**config.mk**
```make
export PLATFORM = sky130hd
export DESIGN_NAME = slow_access_ctl
export DESIGN_NICKNAME = d
export VERILOG_FILES = /design/src/rtl/slow_access_ctl.sv
export SDC_FILE = /design/constraint.sdc
export NUM_CORES = 1
export LEC_CHECK = 0
export CORE_UTILIZATION = 25
export DETAILED_ROUTE_END_ITERATION = 8
export PLACE_DENSITY_LB_ADDON = 0.12
export SETUP_SLACK_MARGIN = 0.5
export SLEW_MARGIN = 40
export SYNTH_ARGS = -nofsm -noshare
export SYNTH_HDL_FRONTEND = slang
export SYNTH_SLANG_ARGS = --single-unit
```
**constraint.sdc**
```tcl
create_clock -name CLK -period 3.52 [get_ports CLK]
set_input_delay 0.352 -clock CLK [delete_from_list [all_inputs] [get_ports CLK]]
set_output_delay 0.352 -clock CLK [all_outputs]
set_load 0.05 [all_outputs]
```
**src/rtl/slow_access_ctl.sv**
```systemverilog
// Slow-access sequencer: on a bus cycle to an enabled slow device, request slow clock,
// optionally stall DTACK until the switcher acknowledges, then hold the request for a
// programmable number of timeout ticks after the access ends.
// Ports: CLK/nPOR clock and async active-low reset; BACT plus six chip selects and six
//        per-device slow enables; SlowClockGate, SlowTimeout[3:0], TimeoutTick, SlowAck;
//        outputs SlowReq, SlowWait (registered), SlowActive (state decode), SlowCount.
module slow_access_ctl (
    input  logic       CLK,
    input  logic       nPOR,
    input  logic       BACT,
    input  logic       IACKCS,
    input  logic       VIACS,
    input  logic       IWMCS,
    input  logic       SCCCS,
    input  logic       SCSICS,
    input  logic       SndCS,
    input  logic       SlowIACK,
    input  logic       SlowVIA,
    input  logic       SlowIWM,
    input  logic       SlowSCC,
    input  logic       SlowSCSI,
    input  logic       SlowSnd,
    input  logic       SlowClockGate,
    input  logic [3:0] SlowTimeout,
    input  logic       TimeoutTick,
    input  logic       SlowAck,
    output logic       SlowReq,
    output logic       SlowWait,
    output logic       SlowActive,
    output logic [3:0] SlowCount
);

    typedef enum logic [1:0] {
        ST_IDLE   = 2'd0,
        ST_SYNC   = 2'd1,
        ST_ACCESS = 2'd2,
        ST_HOLD   = 2'd3
    } state_t;

    state_t     state_q, state_d;
    logic [3:0] count_q, count_d;
    logic       bactr_q;
    logic       req_q;
    logic       wait_q;

    logic       hit;
    logic       start;
    state_t     entry_state;

    assign hit = (IACKCS & SlowIACK) | (VIACS & SlowVIA) | (IWMCS & SlowIWM)
               | (SCCCS & SlowSCC) | (SCSICS & SlowSCSI) | (SndCS & SlowSnd);

    // Only the first cycle of a bus cycle can start a slow access; a select that
    // appears later in the same bus cycle is deliberately ignored.
    assign start = BACT & ~bactr_q & hit;

    // If the switcher is already slow (SlowAck high) there is nothing to wait for.
    assign entry_state = (SlowClockGate & ~SlowAck) ? ST_SYNC : ST_ACCESS;

    always_comb begin
        state_d = state_q;
        count_d = count_q;
        case (state_q)
            ST_IDLE: begin
                if (start) begin
                    state_d = entry_state;
                end
            end
            ST_SYNC: begin
                if (SlowAck) begin
                    state_d = ST_ACCESS;
                end else if (!BACT) begin
                    // Aborted cycle: fall into the normal hold-off tail.
                    state_d = ST_HOLD;
                    count_d = SlowTimeout;
                end
            end
            ST_ACCESS: begin
                if (!BACT) begin
                    state_d = ST_HOLD;
                    count_d = SlowTimeout;
                end
            end
            ST_HOLD: begin
                // A retrigger wins over expiry and freezes the count until the next reload.
                if (start) begin
                    state_d = entry_state;
                end else if (count_q == 4'd0) begin
                    state_d = ST_IDLE;
                end else if (TimeoutTick) begin
                    count_d = count_q - 4'd1;
                end
            end
            default: begin
                state_d = ST_IDLE;
            end
        endcase
    end

    // Outputs are registered from the next state so they line up with the state flops.
    always_ff @(posedge CLK or negedge nPOR) begin
        if (!nPOR) begin
            state_q <= ST_IDLE;
            count_q <= 4'd0;
            bactr_q <= 1'b0;
            req_q   <= 1'b0;
            wait_q  <= 1'b0;
        end else begin
            state_q <= state_d;
            count_q <= count_d;
            bactr_q <= BACT;
            req_q   <= (state_d != ST_IDLE);
            wait_q  <= (state_d == ST_SYNC);
        end
    end

    assign SlowReq    = req_q;
    assign SlowWait   = wait_q;
    assign SlowActive = (state_q != ST_IDLE);
    assign SlowCount  = count_q;

endmodule

```
==> results.tsv <==
metric	value	unit
GRT overflow	0	
Diodes inserted	0	
Synth top cells by count	dfrtp_1, a21oi_1, nor2_1	
initial antenna violation count	0	
IO Port Bufs	28	
Synth area leaders	dfrtp_1, a21oi_1, a22oi_1	
area added between synthesis and finish	53.2	%
outcome	complete, no violations	
fraction of layout instances using a drive strength above 1	0.149	
max incr delay on CP	0.79	ns
critical path launch point type	register	
clock sinks	9	
clk_skew	0.00802	ns
drt wl/cell	11.7	microns
Reg clk slew, reported paths	0.06	ns
CTS H-Tree Depth	1	
antenna viol nets, final	0	
Tot Pwr	0.697	mW
Distinct cells, synth	30	
hold buffer count at cts	0	
core area	2280	sq um
largest fanout on the critical path	10	
first-pass GRT wire length	2.48	mm
Power Density	730	nW/um^2
clock buffer count from CTS	3	
Crit. End Element	primary output	
final std cells w/o fill	122	
kind of critical path	reg -> out	
Post-synth EDFFs	0	
GRT Util Overall	0.129	
Period minus WS final	2.14	ns
Post-Route WL	1.43	mm
#FFs+latches synth	9	
Starting Density	0.274	
biggest area consumer among synthesized cells	dfrtp_1	
hold_ws	0.382	ns
Synth Instances	64	
Synth Cell Area	623	sq um
die extent in x	51.9	microns
via count	599	
Maximum Capacitance Violations	0	
arrival time worst endpoint	1.79	ns
hpwl dp	1.13	mm
Final Cycle Share	0.609	
FMAX	0.467	GHz
CTS tree	built	
Nets	118	
Slew @ Worst Pin	0.496	ns
1st-pass router iterations	4	
asr flop ratio synth	1.00	
setup violators final	0	
worst vdd ir	0.301	mV
CTS resizes	0	
top-count cell post-synth	dfrtp_1	
Slowest cell on crit path	clkdlybuf4s50_1	
fill cell count	232	
Final Slew Violations	0	
Post-Syn Nets	87	
Vias/cell	4.91	
Hold Fails Final Rpt	0	
postcts setup bufs	0	
number of global-route vias before repair	605	
Syn. warnings	0	
1st-iter DRT viols	18	
post-synth top area share	0.361	
Finished Core Util	0.419	
Syn Area/Cell	9.74	sq um
Min-Delay Path Class	in -> async	
die area	2700	sq um
Required @ worst endpoint	3.17	ns
crit-path cells	nor2_1 > inv_1 > clkdlybuf4s50_1	
Die Y	51.9	microns
dpl cells	118	
clk root buf	clkbuf_4	
RSZ-0062 raised after global routing	false	
Synth Flop Type	dfrtp_1	
post-synthesis sequential area ratio	0.361	
GP Congestion	0.797	
DR DRC count	0	
Worst-Skew Late Latency	0.27	ns
Cell Rows	17	
worst rel slew slack	0.668	
LEAKAGE	0.379	nW
Ports	29	
largest net degree at the start of global routing	13	
setup_tns	0	ns
maximum buffer depth of the clock tree	2	
[stage by stage]
stage / cell area, sq um / setup WS [ns]
after floorplan: 623 / 1.61
after global placement: 928 / 1.59
after detailed placement: 928 / 1.52
after CTS: 955 / 1.38
after global routing: 955 / 1.29
final: 955 / 1.38
[sequential cells by signal (all words and copies together), names as in the netlist]
register,cells
bactr_q,1
SlowCount,4
state_q,2
SlowWait,1
SlowReq,1
[kinds of logic after synthesis]
group / share of synthesized area
AND/OR/NAND/NOR: 0.239
AO/OA/AOI/OAI: 0.327
flip-flops: 0.361
adder cells (fa/ha/maj): 0.0201
buffers and inverters: 0.0522
[critical path, delay by kind of cell (launching register included)]
kind / cells / cell delay [ns]
buffers and inverters: 2 / 0.86
DFF: 1 / 0.54
and+or+nand+nor: 1 / 0.11
[final timing paths]
path                                     startpoint                        to  slack (ns)  cells after the start
hold / removal                                 nPOR  SlowCount[0]$_DFFE_PN0P_        0.38                      1
setup reg to reg           SlowCount[0]$_DFFE_PN0P_  SlowCount[0]$_DFFE_PN0P_        1.72                      6
min in group CLK           SlowCount[3]$_DFFE_PN0P_  SlowCount[3]$_DFFE_PN0P_        0.58                      2
max in group asynchronous                      nPOR        SlowWait$_DFF_PN0_        2.83                      1
hold reg to reg            SlowCount[3]$_DFFE_PN0P_  SlowCount[3]$_DFFE_PN0P_        0.58                      2
setup / recovery               state_q[0]$_DFF_PN0_                SlowActive        1.38                      3
[area by class of cell]
| class | instances | area (sq um) | area share |
|---|---|---|---|
| tap | 28 | 35.0 | 0.0367 |
| sequential | 9 | 225 | 0.236 |
| multi-input combinational | 47 | 365 | 0.383 |
| timing repair buffer | 28 | 280 | 0.294 |
| inverter | 6 | 22.5 | 0.0236 |
| clock buffer | 4 | 26.3 | 0.0275 |
[layer usage]
metal	vias up	wire length, microns	track usage
met3	5	100	0.0322
met4	0	47	0.0946
met2	25	639	0.197
met1	270	640	0.156
li1	299	-	-
met5	-	0	0
[report_power, final]
part | internal, mW | switching, mW | total, mW
clock network | 0.0438 | 0.0384 | 0.0822
logic | 0.177 | 0.246 | 0.423
registers | 0.141 | 0.0511 | 0.192
[cells in the final DEF, fill, tap and decap left out, drive strengths merged]
cell           count
clkdlybuf4s50     28
dfrtp              9
nor2               7
a21oi              7
inv                6
o21ai              5
a22oi              4
clkbuf             4
nand3              2
nand2              2
o31ai              2
or3b               2
nor3b              2
a311oi             1
and2               1
or2b               1
o21ba              1
a31oi              1
o2111ai            1
o211ai             1
and3               1
nor4b              1
a211oi             1
or2                1
nor3               1
a2111oi            1
ha                 1
Power figures use the tool's default switching activity.
